**src/rtl/cpu_stack.sv**
```systemverilog
// Writeback-side operand stack: pop-then-push per cycle, registered top-two view and occupancy.
// Optional feature: define CPU_STACK_FAULT_EN to suppress faulting operations and raise a sticky fault.
module cpu_stack #(
    parameter int unsigned DEPTH = 32,
    parameter int unsigned WIDTH = 35
) (
    input  logic                       clk,
    input  logic                       rst,
    input  logic                       st__pop_5a,
    input  logic [10:0]                st__to_pop_5a,
    input  logic                       st__push_5a,
    input  logic [WIDTH-1:0]           st__to_push_5a,
    output logic [WIDTH-1:0]           st__top0,
    output logic [WIDTH-1:0]           st__top1,
    output logic [$clog2(DEPTH):0]     st__depth,
    output logic                       st__empty,
    output logic                       st__full,
    output logic                       st__fault
);

    localparam int unsigned AW = $clog2(DEPTH);
    localparam int unsigned DW = AW + 1;
    localparam int unsigned CW = 12;

    logic [WIDTH-1:0] mem [DEPTH];

    logic [DW-1:0]    depth_q, depth_d;
    logic [WIDTH-1:0] top0_q, top0_d;
    logic [WIDTH-1:0] top1_q, top1_d;
    logic             empty_q, empty_d;
    logic             full_q, full_d;
    logic             fault_q, fault_d;

    logic [CW-1:0]    pop_n;
    logic [CW-1:0]    base;
    logic [CW-1:0]    sum;
    logic             underflow;
    logic             overflow;
    logic             wr_en;
    logic [AW-1:0]    wr_idx;

    // Next-state: resolve pop/push, then derive the registered top-of-stack view.
    always_comb begin
        pop_n     = st__pop_5a ? CW'(st__to_pop_5a) : '0;
        underflow = pop_n > CW'(depth_q);
        base      = underflow ? '0 : CW'(depth_q) - pop_n;
        sum       = base + CW'(st__push_5a);
        overflow  = !underflow && (sum > CW'(DEPTH));

        depth_d = depth_q;
        fault_d = fault_q;
        wr_en   = 1'b0;
        wr_idx  = AW'(base);

`ifdef CPU_STACK_FAULT_EN
        if (underflow || overflow) begin
            fault_d = 1'b1;
        end else begin
            depth_d = DW'(sum);
            wr_en   = st__push_5a;
        end
`else
        fault_d = 1'b0;
        if (overflow) begin
            depth_d = DW'(DEPTH);
        end else begin
            depth_d = DW'(sum);
            wr_en   = st__push_5a;
        end
`endif

        // The written slot is always depth_d-1, so top1 only ever reads old contents.
        if (depth_d == '0) begin
            top0_d = '0;
        end else if (wr_en) begin
            top0_d = st__to_push_5a;
        end else begin
            top0_d = mem[AW'(depth_d - DW'(1))];
        end

        if (depth_d < DW'(2)) begin
            top1_d = '0;
        end else begin
            top1_d = mem[AW'(depth_d - DW'(2))];
        end

        empty_d = (depth_d == '0);
        full_d  = (depth_d == DW'(DEPTH));
    end

    // State and output registers.
    always_ff @(posedge clk) begin
        if (rst) begin
            depth_q <= '0;
            top0_q  <= '0;
            top1_q  <= '0;
            empty_q <= 1'b1;
            full_q  <= 1'b0;
            fault_q <= 1'b0;
        end else begin
            depth_q <= depth_d;
            top0_q  <= top0_d;
            top1_q  <= top1_d;
            empty_q <= empty_d;
            full_q  <= full_d;
            fault_q <= fault_d;
        end
    end

    // Entry storage; never cleared, stale slots are masked by depth.
    always_ff @(posedge clk) begin
        if (!rst && wr_en) begin
            mem[wr_idx] <= st__to_push_5a;
        end
    end

    assign st__top0  = top0_q;
    assign st__top1  = top1_q;
    assign st__depth = depth_q;
    assign st__empty = empty_q;
    assign st__full  = full_q;
    assign st__fault = fault_q;

endmodule
```
**config.mk**
```make
export PLATFORM = sky130hd
export DESIGN_NAME = cpu_stack
export DESIGN_NICKNAME = d
export VERILOG_FILES = /design/src/rtl/cpu_stack.sv
export SDC_FILE = /design/constraint.sdc
export NUM_CORES = 2
export LEC_CHECK = 0
export CAP_MARGIN = 40
export CORE_UTILIZATION = 60
export DETAILED_ROUTE_END_ITERATION = 7
export HOLD_SLACK_MARGIN = 0.06
export PLACE_DENSITY = 0.74
export SLEW_MARGIN = 10
export SYNTH_ARGS = -nofsm -noshare
export SYNTH_HDL_FRONTEND = slang
export SYNTH_SLANG_ARGS = --single-unit
```
**constraint.sdc**
```tcl
create_clock -name clk -period 9.3 [get_ports clk]
set_input_delay 1.395 -clock clk [delete_from_list [all_inputs] [get_ports clk]]
set_output_delay 1.395 -clock clk [all_outputs]
set_load 0.01 [all_outputs]
```
==> impl_metrics.env <==
export IMPL_cts_tree="built"
export IMPL_grt_overflow=0
export IMPL_status="finished clean"
export IMPL_synth_fa_ha_area_frac=0.00301
export IMPL_slew_viol_final=0
export IMPL_fp_dieArea_um2=95400
export IMPL_ctsHoldBuffers=0
export IMPL_firstDrtPassIters=6
export IMPL_async_flop_share=0
export IMPL_grt_first_pass_wirelength_um=257000
export IMPL_regArea_um2=35200
export IMPL_syn_cell_area_um2=56500
export IMPL_timing_final_crit_share=0.877
export IMPL_arrival_ns=8.74
export IMPL_fillers=6288
export IMPL_viasPerCell=7.14
export IMPL_p_seq_frac=0.396
export IMPL_synth_compound_area_frac=0.0940
export IMPL_setup_tns_ns=0
export IMPL_fp_dieH_um=309
export IMPL_syn_to_final_growth_pct=13.6
export IMPL_htreeDepth=3
export IMPL_critical_path_startpoint_type="input pin"
export IMPL_total_power_mw=15.4
export IMPL_synth_xor_area_frac=0.00312
export IMPL_worstPathRequired_ns=9.88
export IMPL_max_freq_ghz=0.123
export IMPL_p_clk_frac=0.315
export IMPL_fin_util=0.687
export IMPL_antenna_found_initial=5
export IMPL_comb_power_share=0.289
export IMPL_p_int_mw=10.4
export IMPL_switching_share=0.322
export IMPL_routed_wl_um=178000
export IMPL_final_hold_violation_count=0
export IMPL_clock_skew_ns=0.0374
export IMPL_rows=112
export IMPL_remaining_drc_errors=0
export IMPL_synth_largest_area_cell="edfxtp_1"
export IMPL_path_clk_slew_ns=0.06
export IMPL_post_cts_setup_buffers=0
export IMPL_synth_simple_gate_area_frac=0.109
export IMPL_drv_cap=0
export IMPL_nNetsFinal=4412
export IMPL_start_util=0.605
export IMPL_clockBufferDepth=3
export IMPL_power_density_nw_per_um2=240
export IMPL_cts_resized=0
export IMPL_critPathCaptureType="register"
export IMPL_layout_common_cells="edfxtp_1 (1,120), nand2_1 (779), nor2_1 (265), mux4_2 (240), nand3_1 (194)"
export IMPL_wl_per_cell_um=31.3
export IMPL_routabilityCongestion=0.904
export IMPL_m1WireLength_um=62700
export IMPL_hp_class="reg2reg"
export IMPL_multi_input_area_um2=20000
export IMPL_vdd_ir_drop_worst_v=0.000188
export IMPL_final_common_cell="edfxtp_1"
export IMPL_vias=40771
export IMPL_grt_usage=0.374
export IMPL_critPathMaxFanout=54
export IMPL_numPortBuffers=127
export IMPL_min_period_ns=8.16
export IMPL_synth_top_family_by_area="multiplexers"
export IMPL_ys_seq_area_frac=0.623
export IMPL_io_pins=129
export IMPL_synth_distinct_cells=76
export IMPL_synth_edf_count=1120
export IMPL_dpl_hpwl_um=102000
export IMPL_rsz0062_at_grt="no"
export IMPL_grt_pass1_vias=39125
export IMPL_drive_gt1_frac=0.166
export IMPL_p_switching_mw=4.95
export IMPL_cts_root_buf="clkbuf_16"
export IMPL_synth_top_area_frac=0.595
export IMPL_timing_worst_setup_path_type="in2reg"
export IMPL_worst_pin_slew_ns=1.22
export IMPL_synth_main_ff_cell="edfxtp_1"
export IMPL_highest_layer="met5"
export IMPL_grt_max_degree=154
export IMPL_finalSetupViolCount=0
export IMPL_yosys_register_bits=1198
export IMPL_synth_warnings=0
export IMPL_slew_headroom=0.188
export IMPL_ant_nets=0
export IMPL_avgSynthCellArea_um2=13.2
export IMPL_wl_met3_um=26100
export IMPL_p_leak_nw=21.5
export IMPL_synth_area_leaders="edfxtp_1 (60%), mux4_2 (9.6%), nand2_1 (5.2%)"
export IMPL_dr_wl_met2_um=79400
export IMPL_clk_latency_ns=0.74
export IMPL_synth_mux_area_frac=0.137
export IMPL_drtIter0Drc=6599
export IMPL_die_x_um=309
export IMPL_syn_nets=4335
export IMPL_syn_inst=4272
export IMPL_coreArea_um2=93300
export IMPL_cts_buffers=119
export IMPL_clock_sinks=1198
state kept, by name (all words and copies together) (netlist names):
signal     flops
st__depth      6
st__top0      35
st__full       1
st__empty      1
st__top1      35
mem         1120
worst max-delay path, cell delays in order:
cell and delay (ns):
clkdlybuf4s50_1 0.53, and2_1 0.22, ha_1 0.22, fa_1 0.48, nand2b_1 0.22, a211oi_1 0.43, o21ai_2 0.25, nor2_1 0.25
ha_4 0.17, ha_1 0.32, nand2_1 0.16, nor3_1 0.23, a41oi_1 0.32, a311oi_4 0.67, inv_16 0.17, ha_1 0.28
buf_4 0.17, o21ai_0 0.11, mux2_2 0.25, o221a_4 0.35, xnor2_1 0.22, a41o_1 0.65, buf_4 0.30, or2_2 0.23
o32ai_1 0.11
layout make-up:
cell class / instances / share of cell area
antenna: 1 / 0.0000390
sequential: 1198 / 0.549
clock inverter: 48 / 0.00817
timing repair buffer: 302 / 0.0524
tap: 1254 / 0.0245
multi-input combinational: 2713 / 0.312
clock buffer: 178 / 0.0530
inverter: 15 / 0.00121
path summary, 6_finish.rpt:
path                                         startpoint                 endpoint  slack (ns)  cells after the start
worst min register to register    mem[24][19]$_DFFE_PP_  st__top1[19]$_SDFF_PP0_        0.75                      4
worst max register to register  st__depth[0]$_SDFF_PP0_   st__top0[8]$_SDFF_PP0_        2.19                     24
worst max-delay path                         st__pop_5a   st__top0[8]$_SDFF_PP0_        1.14                     25
worst min-delay path              mem[24][19]$_DFFE_PP_  st__top1[19]$_SDFF_PP0_        0.75                      4
Yosys cell counts (28+ instances only):
| cell | n |
|---|---|
| edfxtp_1 | 1120 |
| nand2_1 | 781 |
| nor2_1 | 288 |
| mux4_2 | 240 |
| nand3_1 | 196 |
| clkbuf_1 | 174 |
| mux2i_1 | 168 |
| a21oi_1 | 143 |
| o211ai_1 | 118 |
| buf_2 | 110 |
| o22ai_1 | 80 |
| dfxtp_1 | 78 |
| o21ai_0 | 66 |
| mux2_2 | 59 |
| o221ai_1 | 59 |
| nor3_1 | 58 |
| and3_1 | 47 |
| a31oi_1 | 42 |
| nor4_1 | 32 |
| a211oi_1 | 30 |
| a311oi_1 | 28 |
kinds of logic after synthesis:
group,after synthesis
xor+xnor,16
flops,1198
fa+ha+maj,13
compound gates,755
other cells,1
buf+inv,361
simple gates,1461
mux,467
through the flow:
step / setup slack [ns] / instances / hold WS (ns) / instance area, µm²
2_1_floorplan: 1.36 / 4272 / 0.623 / 56500
3_5_place_dp: 0.515 / 5481 / 0.745 / 60200
5_1_grt: 0.678 / 5708 / 0.790 / 64100
6_report: 1.14 / 5709 / 0.748 / 64100
3_3_place_gp: 0.753 / 5438 / 0.734 / 59500
4_1_cts: 1.24 / 5707 / 0.760 / 64100
power groups by stage:
| stage | clock network (mW) | registers, mW | logic [mW] |
|---|---|---|---|
| after floorplan | 0 | 6.21 | 2.76 |
| after global placement | 0 | 6.21 | 4.24 |
| after detailed placement | 0 | 6.20 | 4.32 |
| after CTS | 4.85 | 6.09 | 4.34 |
| after global routing | 5.04 | 6.09 | 4.63 |
| final | 4.84 | 6.09 | 4.45 |
per-layer routing:
metal | vias up | track usage
met4 | 6 | 0.202
met1 | 19827 | 0.510
met5 | - | 0
met3 | 702 | 0.0923
li1 | 16784 | -
met2 | 3452 | 0.559
Note: power is estimated with default switching activity, not from simulation.
